==> src/rtl/uart_pkg.sv <==
// Shared UART definitions: transmitter FSM encoding, line-level bit values and
// the default payload width.
package uart_pkg;

  typedef enum logic [2:0] {
    IDLE   = 3'd0,
    START  = 3'd1,
    DATA   = 3'd2,
    PARITY = 3'd3,
    STOP   = 3'd4
  } tx_state_e;

  localparam logic START_BIT          = 1'b0;
  localparam logic STOP_BIT           = 1'b1;
  localparam int   DEFAULT_DATA_WIDTH = 8;

  // A one-bit payload still needs a one-bit counter.
  function automatic int cnt_width(input int width);
    return (width > 1) ? $clog2(width) : 1;
  endfunction

endpackage

==> src/rtl/uart_tx_parity.sv <==
// Transmit parity generator: PAR_TYP 0 gives even parity (XOR of the data),
// 1 gives odd parity (XNOR), matching the receive-side checker.
module uart_tx_parity #(
  parameter int DATA_WIDTH = 8
) (
  input  logic [DATA_WIDTH-1:0] data,
  input  logic                  par_typ,
  output logic                  parity_bit
);

  assign parity_bit = (^data) ^ par_typ;

endmodule

==> src/rtl/uart_tx.sv <==
// UART transmitter, one serial bit per CLK cycle, optional parity bit.
// Define UART_TX_HOLD_REG_EN to add a one-entry holding register for back-to-back frames.
module uart_tx
  import uart_pkg::*;
#(
  parameter int DATA_WIDTH = DEFAULT_DATA_WIDTH
) (
  input  logic                  CLK,
  input  logic                  RST,
  input  logic [DATA_WIDTH-1:0] P_DATA,
  input  logic                  DATA_VALID,
  input  logic                  PAR_EN,
  input  logic                  PAR_TYP,
  output logic                  TX_OUT,
  output logic                  Busy
);

  localparam int              CNT_W    = cnt_width(DATA_WIDTH);
  localparam logic [CNT_W-1:0] LAST_BIT = CNT_W'(DATA_WIDTH - 1);

  tx_state_e             state_q, state_d;
  logic [CNT_W-1:0]      cnt_q, cnt_d, cnt_inc;
  logic [DATA_WIDTH-1:0] data_q, data_d;
  logic                  par_en_q, par_en_d;
  logic                  par_typ_q, par_typ_d;
  logic                  tx_q, tx_d;
  logic                  busy_q, busy_d;
  logic                  parity_bit;

  logic                  hold_full;
  logic [DATA_WIDTH-1:0] hold_data;
  logic                  hold_par_en;
  logic                  hold_par_typ;

  uart_tx_parity #(
    .DATA_WIDTH(DATA_WIDTH)
  ) u_parity (
    .data      (data_q),
    .par_typ   (par_typ_q),
    .parity_bit(parity_bit)
  );

`ifdef UART_TX_HOLD_REG_EN
  logic                  hold_full_q, hold_full_d;
  logic [DATA_WIDTH-1:0] hold_data_q, hold_data_d;
  logic                  hold_par_en_q, hold_par_en_d;
  logic                  hold_par_typ_q, hold_par_typ_d;
  logic                  hold_pop;
  logic                  hold_capture;

  // The held word is consumed whenever the FSM can launch a frame from it.
  assign hold_pop     = hold_full_q && ((state_q == IDLE) || (state_q == STOP));
  assign hold_capture = busy_q && DATA_VALID && !hold_full_q;

  always_comb begin
    hold_full_d    = hold_full_q;
    hold_data_d    = hold_data_q;
    hold_par_en_d  = hold_par_en_q;
    hold_par_typ_d = hold_par_typ_q;
    if (hold_capture) begin
      hold_full_d    = 1'b1;
      hold_data_d    = P_DATA;
      hold_par_en_d  = PAR_EN;
      hold_par_typ_d = PAR_TYP;
    end else if (hold_pop) begin
      hold_full_d = 1'b0;
    end
  end

  always_ff @(posedge CLK or negedge RST) begin
    if (!RST) begin
      hold_full_q    <= 1'b0;
      hold_data_q    <= '0;
      hold_par_en_q  <= 1'b0;
      hold_par_typ_q <= 1'b0;
    end else begin
      hold_full_q    <= hold_full_d;
      hold_data_q    <= hold_data_d;
      hold_par_en_q  <= hold_par_en_d;
      hold_par_typ_q <= hold_par_typ_d;
    end
  end

  assign hold_full    = hold_full_q;
  assign hold_data    = hold_data_q;
  assign hold_par_en  = hold_par_en_q;
  assign hold_par_typ = hold_par_typ_q;
`else
  assign hold_full    = 1'b0;
  assign hold_data    = '0;
  assign hold_par_en  = 1'b0;
  assign hold_par_typ = 1'b0;
`endif

  // Outputs are registered from the next state so the line never glitches.
  always_comb begin
    state_d   = state_q;
    cnt_d     = cnt_q;
    data_d    = data_q;
    par_en_d  = par_en_q;
    par_typ_d = par_typ_q;
    tx_d      = tx_q;
    busy_d    = busy_q;
    cnt_inc   = cnt_q + 1'b1;

    case (state_q)
      IDLE: begin
        tx_d   = STOP_BIT;
        busy_d = 1'b0;
        if (hold_full) begin
          state_d   = START;
          tx_d      = START_BIT;
          busy_d    = 1'b1;
          cnt_d     = '0;
          data_d    = hold_data;
          par_en_d  = hold_par_en;
          par_typ_d = hold_par_typ;
        end else if (DATA_VALID) begin
          state_d   = START;
          tx_d      = START_BIT;
          busy_d    = 1'b1;
          cnt_d     = '0;
          data_d    = P_DATA;
          par_en_d  = PAR_EN;
          par_typ_d = PAR_TYP;
        end
      end
      START: begin
        state_d = DATA;
        cnt_d   = '0;
        tx_d    = data_q[0];
      end
      DATA: begin
        if (cnt_q == LAST_BIT) begin
          cnt_d = '0;
          if (par_en_q) begin
            state_d = PARITY;
            tx_d    = parity_bit;
          end else begin
            state_d = STOP;
            tx_d    = STOP_BIT;
          end
        end else begin
          cnt_d = cnt_inc;
          tx_d  = data_q[cnt_inc];
        end
      end
      PARITY: begin
        state_d = STOP;
        tx_d    = STOP_BIT;
      end
      STOP: begin
        // A waiting word starts immediately, keeping Busy high with no idle gap.
        if (hold_full) begin
          state_d   = START;
          tx_d      = START_BIT;
          busy_d    = 1'b1;
          cnt_d     = '0;
          data_d    = hold_data;
          par_en_d  = hold_par_en;
          par_typ_d = hold_par_typ;
        end else begin
          state_d = IDLE;
          tx_d    = STOP_BIT;
          busy_d  = 1'b0;
        end
      end
      default: begin
        state_d = IDLE;
        tx_d    = STOP_BIT;
        busy_d  = 1'b0;
      end
    endcase
  end

  always_ff @(posedge CLK or negedge RST) begin
    if (!RST) begin
      state_q   <= IDLE;
      cnt_q     <= '0;
      data_q    <= '0;
      par_en_q  <= 1'b0;
      par_typ_q <= 1'b0;
      tx_q      <= STOP_BIT;
      busy_q    <= 1'b0;
    end else begin
      state_q   <= state_d;
      cnt_q     <= cnt_d;
      data_q    <= data_d;
      par_en_q  <= par_en_d;
      par_typ_q <= par_typ_d;
      tx_q      <= tx_d;
      busy_q    <= busy_d;
    end
  end

  assign TX_OUT = tx_q;
  assign Busy   = busy_q;

endmodule

==> config.mk <==
export PLATFORM = sky130hd
export DESIGN_NAME = uart_tx
export DESIGN_NICKNAME = d
export VERILOG_FILES = /design/src/rtl/uart_pkg.sv /design/src/rtl/uart_tx_parity.sv /design/src/rtl/uart_tx.sv
export SDC_FILE = /design/constraint.sdc
export NUM_CORES = 1
export LEC_CHECK = 0
export BUFFER_PORTS_ARGS = -buffer_cell sky130_fd_sc_hd__buf_2
export CELL_PAD_IN_SITES_DETAIL_PLACEMENT = 1
export CELL_PAD_IN_SITES_GLOBAL_PLACEMENT = 2
export CORE_ASPECT_RATIO = 0.6
export CORE_MARGIN = 2
export CORE_UTILIZATION = 37
export CTS_CLUSTER_DIAMETER = 30
export CTS_CLUSTER_SIZE = 28
export DETAILED_ROUTE_END_ITERATION = 12
export PLACE_DENSITY_LB_ADDON = 0.1
export SYNTH_ARGS = -nofsm -noshare
export SYNTH_HDL_FRONTEND = slang
export SYNTH_SLANG_ARGS = --single-unit
==> constraint.sdc <==
create_clock -name CLK -period 1.85 [get_ports CLK]
set_input_delay 0.37 -clock CLK [delete_from_list [all_inputs] [get_ports CLK]]
set_output_delay 0.37 -clock CLK [all_outputs]
set_load 0.03 [all_outputs]
==> metrics.txt, run 1 <==
status finished clean; Slowest-stage cell, CP mux4_2; vias per inst 5.069; Clock Sinks 18; Final Skew 3.326 ps; cell repeated most along the worst path ha_1; Tightest Pin Transition 422.4 ps; Clock Latency Late Sink 250 ps; vias in the first global route 693; largest net degree at the start of global routing 19; crit path buf inv count 0; gp weighted congestion 0.7331; clk root buf clkbuf_8; critical setup path kind reg -> reg; Mapped Area 996.0 µm²; number of setup violations in the final report 0; FF/Latch Area 451.7 µm²; Fin. Hold Viols 0; number of max-cap violations 0; Post-Synthesis Cells 80; Final Total Pwr 2226 µW; crit end category flop; Yosys cell types 30; io pins 15; cts repair resizes 0; Multi-input gate area 519.2 µm²; Placeable Area 2522 µm²; worst path required time 2030 ps; maximum VDD drop 709.1 µV; Worst path max stage delay 500 ps; Fill cells 284; via count 664; area growth from synthesis to layout 18.97%; full die area 3136 µm²; initial antenna violation count 0; fin crit share 92.79%; DR iter-0 viols 29; Tmin final 1717 ps; Starting Density 39.48%; CTS tree yes; startpoint types flop; Routed Wire Length 2.107 mm; CTS buffer count 3; unrepaired setup endpoints after global routing false; first-pass GRT wire length 3.588 mm; share of cells above drive strength 1 41.41%; H-tree depth 1; die height 44.19 µm; Synth Area per Inst 12.45 µm²; HP Class in -> async; detailed-route wire length per cell 16.08 µm; DP HPWL 1.565 mm; # Post-CTS Setup Buffers 0; Max FO, Critical Path 2; worst-path cell chain ha_1 > ha_1 > mux4_2 > o21ai_1 > a21oi_1; Worst-path clk slew 70 ps; reg2reg start cnt_q[0]; Final Slew Violations 0; Clock Tree Buf Depth 2; Hold Buf Count CTS 0; Critical Path AT 1890 ps; gr usage total 15.67%; cell family with most CP delay adder cells; Rel. slew slack 71.84%; Antenna Nets Post-Route 0; IO Port Bufs 14; Final #Nets 115; sequential element share of the synthesized area 45.35%; flops & latches, synth 18; yosys warns 0; Setup crit start cnt_q[0]; Rows 14; Horiz. Die Dim 70.98 µm; DRT Pass-1 Iters 2; drc violations 0; Lkg Pwr 0.0005448 µW; setup TNS 0 ps; syn_nets 95; max frequency 0.5826 GHz; antenna cell count 0; Congestion Overflow GR 0; Pwr per Cell Area 1878 nW/µm²
-- area by class of cell --
type	instances	area share, %
inverters	1	0.3168
flip-flops and latches	18	38.12
multi-input cells	56	43.82
well taps	32	3.379
repair buffers	20	9.715
clock buffers	4	4.646
-- cell usage after synthesis --
cell	n	share of area, %
xnor3_1	2	4.5
xnor2_1	2	1.8
dfstp_2	1	2.6
inv_1	1	0.38
dfrtp_1	17	43
mux4_2	1	2.3
xor2_1	1	0.88
o21ai_0	2	1.0
nor2_1	3	1.1
nor3_1	3	1.5
mux2i_1	1	1.0
or2_2	1	0.63
a21oi_1	4	2.0
mux2_1	2	2.3
nor2b_1	2	1.3
ha_1	2	2.5
o21bai_1	1	0.75
or3b_1	1	0.88
a2111oi_0	2	1.8
nor4b_1	1	0.88
nor3b_1	1	0.75
buf_6	1	1.1
mux2_2	13	15
clkbuf_1	3	1.1
buf_2	1	0.50
a31oi_1	1	0.63
xor3_1	1	2.4
o21ai_1	1	0.50
a22o_1	5	4.4
nand2_1	3	1.1
-- metrics by stage --
| step | setup WS (ps) | cell area [µm²] | hold WS [ps] | utilization, % | cells |
|---|---|---|---|---|---|
| 6_report | 133.4 | 1185 | 45.04 | 46.97 | 131 |
| 5_1_grt | 66.48 | 1185 | 65.49 | 46.97 | 131 |
| 3_5_place_dp | 145.9 | 1130 | 330.0 | 44.79 | 127 |
| 3_3_place_gp | 204.3 | 1130 | 331.2 | 44.79 | 127 |
| 4_1_cts | 122.6 | 1185 | 49.27 | 46.97 | 131 |
| 2_1_floorplan | 236.2 | 996.0 | 74.41 | - | 80 |
-- power breakdown --
| part | internal, µW | switching, µW | leakage [µW] |
|---|---|---|---|
| Clock | 189 | 132 | 0.0000288 |
| Combinational | 694 | 462 | 0.000297 |
| Sequential | 587 | 161 | 0.000219 |
-- placed cells by master, fill, tap and decap left out, drive strengths merged, types with 3 or more instances in the layout --
cell	count
nor2	3
mux2	15
nor3	3
o21ai	3
a21oi	4
clkbuf	4
buf	20
nand2	3
dfrtp	17
a22o	5
-- per-layer routing --
layer	up-vias	share of wire [%]	GRT usage [%]	wire (µm)
met5	-	0	0	0
met4	0	1.1	6.792	23
met3	2	4.2	4.784	88
met2	10	39	21.50	823
met1	322	56	22.93	1171
li1	330	-	-	-
-- worst paths after layout --
check	endpoint	slack [ps]	cells past startpoint
setup / recovery	TX_OUT	130	5
hold / removal	data_q[6]	50	1
setup reg to reg	TX_OUT	130	5
hold reg to reg	par_typ_q	540	1
max in group asynchronous	TX_OUT	1480	1
min in group CLK	par_en_q	320	3
-- state kept, by name, indices dropped and copies added (netlist names) --
signal / cells
Busy: 1
TX_OUT: 1
state_q: 3
par_typ_q: 1
data_q: 8
par_en_q: 1
cnt_q: 3
-- kinds of logic after synthesis --
logic type	Yosys count	synth area share, %
flops	18	45.35
mux	17	20.23
compound gates	16	11.06
fa+ha+maj	2	2.512
buf+inv	6	3.140
simple gates	15	8.166
xor+xnor	6	9.548
No activity file was read; power rests on OpenSTA's default activity.
==> inputs of run 2 (changes only) <==
Settings changed: ABC_AREA set to 0, PLACE_DENSITY set to 0.79, PLACE_DENSITY_LB_ADDON 0.1 to unset.
==> run 2 against run 1 <==
  * Clock power down 1%
  * Non-clock buffer count decreased by 1
  * Wire length down 1.9%
  * Final area is 0.42% higher
  * Worst setup slack worse by 12 ps
  * Worst hold slack got worse by 9.2 ps
  * Critical path type unchanged
  * Largest cell class unchanged
==> metrics.txt, run 2 (synthesized netlist as in run 1, its figures left out) <==
commonest non-fill, non-tap cells in the layout dfrtp_1, buf_2, mux2_2, a22o_1, buf_4 (was dfrtp_1, buf_2, mux2_2, buf_4, a22o_1); initial antenna violation count 0 (unchanged); Pwr per Cell Area 1862 nW/µm² (was 1878 nW/µm²); worst-path cell chain ha_1 > ha_4 > mux4_2 > o21ai_1 > a21oi_1 (was ha_1 > ha_1 > mux4_2 > o21ai_1 > a21oi_1); Reg with most FFs data_q (unchanged); Placeable Area 2522 µm² (unchanged); fin crit share 93.43% (was 92.79%); Lkg Pwr 0.0005367 µW (was 0.0005448 µW); Hold Buf Count CTS 0 (unchanged); Final #Nets 114 (was 115); max FFs per register 8 (unchanged); Final Slew Violations 0 (unchanged); Reg2Reg Depth 5 (unchanged); Fin. Hold Viols 0 (unchanged); DRT Pass-1 Iters 4 (was 2); Max FO, Critical Path 3 (was 2); maximum VDD drop 686.5 µV (was 709.1 µV); die height 44.19 µm (unchanged); Congestion Overflow GR 0 (unchanged); setup TNS 0 ps (unchanged); commonest non-fill, non-tap cell in the layout dfrtp_1 (unchanged); Horiz. Die Dim 70.98 µm (unchanged); Rel. slew slack 72.95% (was 71.84%); DP HPWL 1.551 mm (was 1.565 mm); vias in the first global route 721 (was 693); routing usage on met1 22.53% (was 22.93%); Routed Wire Length 2.068 mm (was 2.107 mm); critical setup path kind reg -> reg (unchanged); Starting Density 39.48% (unchanged); startpoint types flop (unchanged); Tightest Pin Transition 405.7 ps (was 422.4 ps); CTS tree yes (unchanged); H-tree depth 1 (unchanged); status finished clean (unchanged); unrepaired setup endpoints after global routing false (unchanged); first-pass GRT wire length 3.594 mm (was 3.588 mm); share of cells above drive strength 1 41.84% (was 41.41%); drc violations 0 (unchanged); Critical Path AT 1910 ps (was 1890 ps); Clock Latency Late Sink 250 ps (about the same); worst path required time 2030 ps (about the same); max frequency 0.5786 GHz (was 0.5826 GHz); via count 680 (was 664); Setup crit start cnt_q[1] (was cnt_q[0]); met2 GRT Util 22.62% (was 21.50%); GRT busiest layer met2 (was met1); area growth from synthesis to layout 19.47% (was 18.97%); top flop regs data_q: 8 flops, cnt_q: 3 flops, state_q: 3 flops (unchanged); number of setup violations in the final report 0 (unchanged); crit end category flop (unchanged); IO Port Bufs 14 (unchanged); detailed-route wire length per cell 15.91 µm (was 16.08 µm); Fill cells 290 (was 284); Final Skew 0.9767 ps (was 3.326 ps); Worst-path clk slew 70 ps (about the same); Antenna Nets Post-Route 0 (unchanged); met3 usage 5.923% (was 4.784%); HP Class in -> async (unchanged); number of max-cap violations 0 (unchanged); vias per inst 5.231 (was 5.069); Final Util 47.17% (was 46.97%); reg2reg start cnt_q[1] (was cnt_q[0]); largest net degree at the start of global routing 19 (unchanged); gr usage total 15.78% (was 15.67%); Rows 14 (unchanged); # Post-CTS Setup Buffers 0 (unchanged); clk root buf clkbuf_8 (unchanged); Clock Sinks 18 (unchanged); CTS buffer count 3 (unchanged); Clock Tree Buf Depth 2 (unchanged); full die area 3136 µm² (unchanged); gp weighted congestion 0.7838 (was 0.7331); Worst path max stage delay 490 ps (was 500 ps); io pins 15 (unchanged); DR iter-0 viols 24 (was 29); Slowest-stage cell, CP mux4_2 (unchanged); Tmin final 1728 ps (was 1717 ps); antenna cell count 0 (unchanged)
## run 2: changes by cell type in the layout (fill, tap and decap cells not counted), sizes merged
cell / change
buf: -1
## run 2: cell type report
type | count | area (µm²) | area share, %
inverter | 1 | 3.754 | 0.3155
sequential | 18 | 451.7 | 37.96
multi-input combinational | 56 | 531.8 | 44.69
clock buffer | 4 | 55.05 | 4.627
tap | 32 | 40.04 | 3.365
timing repair buffer | 19 | 107.6 | 9.043
## run 2: worst paths after layout
kind / end / slack [ps]
hold / removal: state_q[1] / 40
hold reg to reg: par_typ_q / 530
setup reg to reg: TX_OUT / 120
max in group asynchronous: TX_OUT / 1490
setup / recovery: TX_OUT / 120
min in group CLK: par_en_q / 320
## run 2: power breakdown
part | leakage [µW] | switching [µW] | internal [µW]
sequential | 0.000219 | 174 | 587
combinational | 0.000289 | 442 | 696
clock | 0.0000288 | 128 | 189
## run 2: timing repair
item,CTS,global route
gates resized for setup,0,1
setup endpoints to repair,0,1
hold endpoints to repair,0,0
## run 2: layer usage
layer	wire length [µm]	share of wire [%]
met1	1116	54
met2	852	41
met3	90	4.4
met4	8	0.39
met5	0	0
## run 2: worst max-delay path, delay by kind of cell (launching register included)
kind,cells,cell delay [ps]
multiplexers,1,490
AO/OA/AOI/OAI,2,230
adder cells (fa/ha/maj),2,520
flip-flops,1,410
## run 2: metrics by stage
stage               total power [µW]  instances  setup WS [ps]  hold slack, ps  cell area [µm²]
finish                          2216        130          121.6           35.88             1190
CTS                             2240        130          90.03           52.08             1177
global route                    2401        130          30.70           62.75             1190
detailed placement              1900        126          112.4           336.4             1122
floorplan                       1658         80          236.2           74.41            996.0
global placement                1868        126          206.0           326.3             1122
==> inputs of run 3 (changes only) <==
Settings changed: GPL_TIMING_DRIVEN set to 0.
==> run 3 against run 2 <==
  * Die area is the same
  * Final cell count is the same
  * Combinational power hardly changed
  * Worst hold slack improved by 5.3 ps
  * Via count increased by 1.3%
  * Wire length fell by 6.5%
  * Largest power group unchanged
==> metrics.txt, run 3 (synthesized netlist as in run 1, its figures left out) <==
status finished clean (unchanged); vias in the first global route 715 (was 721); Net Switching 753.4 µW (was 743.3 µW); Rows 14 (unchanged); drc violations 0 (unchanged); worst path required time 2030 ps (about the same); gr usage total 14.38% (was 15.78%); cell family with most CP delay adder cells (unchanged); Lkg Pwr 0.0005281 µW (was 0.0005367 µW); Final Util 46.28% (was 47.17%); Hold Buf Count CTS 0 (unchanged); crit end category flop (unchanged); setup TNS 0 ps (unchanged); Fin. Hold Viols 0 (unchanged); largest net degree at the start of global routing 19 (unchanged); initial antenna violation count 0 (unchanged); vias per inst 5.300 (was 5.231); H-tree depth 1 (unchanged); sw frac 34.17% (was 33.55%); number of max-cap violations 0 (unchanged); Multi-input gate area 519.2 µm² (was 531.8 µm²); Clk network pwr share 14.5% (was 14.3%); first-pass GRT wire length 3.339 mm (was 3.594 mm); IO Port Bufs 14 (unchanged); detailed-route wire length per cell 14.87 µm (was 15.91 µm); number of setup violations in the final report 0 (unchanged); cell repeated most along the worst path ha_1; combinational share of power 50.9% (was 51.4%); Max FO, Critical Path 2 (was 3); max FFs per register 8 (unchanged); Final Skew 6.574 ps (was 0.9767 ps); Worst-path clk slew 70 ps (about the same); Fill cells 275 (was 290); die height 44.19 µm (unchanged); CTS tree yes (unchanged); worst-path cell chain ha_1 > ha_1 > mux4_2 > o21ai_1 > a21oi_1 (was ha_1 > ha_4 > mux4_2 > o21ai_1 > a21oi_1); slack of the critical path 95.48 ps (was 121.6 ps); gp weighted congestion 0.7203 (was 0.7838); io pins 15 (unchanged); clk root buf clkbuf_8 (unchanged); Final Total Pwr 2205 µW (was 2216 µW); Starting Density 39.48% (unchanged); Pwr per Cell Area 1889 nW/µm² (was 1862 nW/µm²); Final Non-Filler Cells 130 (unchanged); unrepaired setup endpoints after global routing false (unchanged); Clock Sinks 18 (unchanged); commonest non-fill, non-tap cells in the layout dfrtp_1, buf_2, mux2_2, a22o_1 (was dfrtp_1, buf_2, mux2_2, a22o_1, buf_4); Reg power frac 34.6% (was 34.3%); share of cells above drive strength 1 37.76% (was 41.84%); Clock Latency Late Sink 260 ps (was 250 ps); Final #Nets 114 (unchanged); Internal Power 1452 µW (was 1472 µW); top flop regs data_q: 8 flops, cnt_q: 3 flops, state_q: 3 flops (unchanged); CTS buffer count 3 (unchanged); Rel. slew slack 68.56% (was 72.95%); DR iter-0 viols 30 (was 24); DRT Pass-1 Iters 2 (was 4); commonest non-fill, non-tap cell in the layout dfrtp_1 (unchanged); startpoint types flop (unchanged); dpl ws 118.0 ps (was 112.4 ps); crit path buf inv count 0 (unchanged); full die area 3136 µm² (unchanged); DP Cell Count 126 (unchanged); Reg with most FFs data_q (unchanged); Congestion Overflow GR 0 (unchanged); Routed Wire Length 1.933 mm (was 2.068 mm); area growth from synthesis to layout 17.21% (was 19.47%); max frequency 0.5700 GHz (was 0.5786 GHz); critical setup path kind reg -> reg (unchanged); HP Class in -> async (unchanged); via count 689 (was 680); fin crit share 94.84% (was 93.43%); Placeable Area 2522 µm² (unchanged); Critical Path AT 1930 ps (was 1910 ps); Tightest Pin Transition 471.6 ps (was 405.7 ps); cts repair resizes 0 (unchanged); antenna cell count 0 (unchanged); Clock Tree Buf Depth 2 (unchanged); Final Slew Violations 0 (unchanged); Antenna Nets Post-Route 0 (unchanged); Worst path max stage delay 500 ps (was 490 ps); # Post-CTS Setup Buffers 0 (unchanged); Horiz. Die Dim 70.98 µm (unchanged); Tmin final 1755 ps (was 1728 ps); Slowest-stage cell, CP mux4_2 (unchanged); maximum VDD drop 655.7 µV (was 686.5 µV); FF/Latch Area 451.7 µm² (unchanged); DP HPWL 1.454 mm (was 1.551 mm)
-- run 3: through the flow --
| step | hold slack, ps | instance area [µm²] |
|---|---|---|
| after global routing | 56.93 | 1167 |
| after CTS | 54.84 | 1161 |
| final | 41.17 | 1167 |
| after detailed placement | 333.0 | 1106 |
| after global placement | 320.7 | 1106 |
| after floorplan | 74.41 | 996.0 |
-- run 3: final cells by class --
| type | count | area share [%] |
|---|---|---|
| inverter | 1 | 0.3215 |
| clock buffer | 4 | 4.716 |
| tap | 32 | 3.430 |
| sequential | 18 | 38.69 |
| multi-input combinational | 56 | 44.48 |
| buffer | 5 | 2.358 |
| timing repair buffer | 14 | 6.002 |
-- run 3: final timing paths --
kind | start | endpoint | slack (ps) | cells after the start
max | cnt_q[0] | TX_OUT | 100 | 5
min | RST | state_q[0] | 40 | 1
max reg2reg | cnt_q[0] | TX_OUT | 100 | 5
min reg2reg | par_typ_q | par_typ_q | 530 | 1
max in group asynchronous | RST | TX_OUT | 1480 | 1
min in group CLK | PAR_EN | par_en_q | 330 | 3
-- run 3: routing by layer --
metal | vias up | routed length [µm] | part of all wire [%] | global-route usage (%)
met3 | 2 | 80 | 4.1 | 5.467
met4 | 0 | 8 | 0.41 | 3.396
met5 | - | 0 | 0 | 0
li1 | 331 | - | - | -
met2 | 10 | 769 | 40 | 20.75
met1 | 346 | 1074 | 56 | 20.61
-- run 3: power groups by stage --
stage          sequential, µW  clock, µW  combinational [µW]
6_report                  763        321                1120
5_1_grt                   794        356                1230
4_1_cts                   761        333                1130
3_5_place_dp              767          0                1120
3_3_place_gp              760          0                1100
2_1_floorplan             763          0                 894
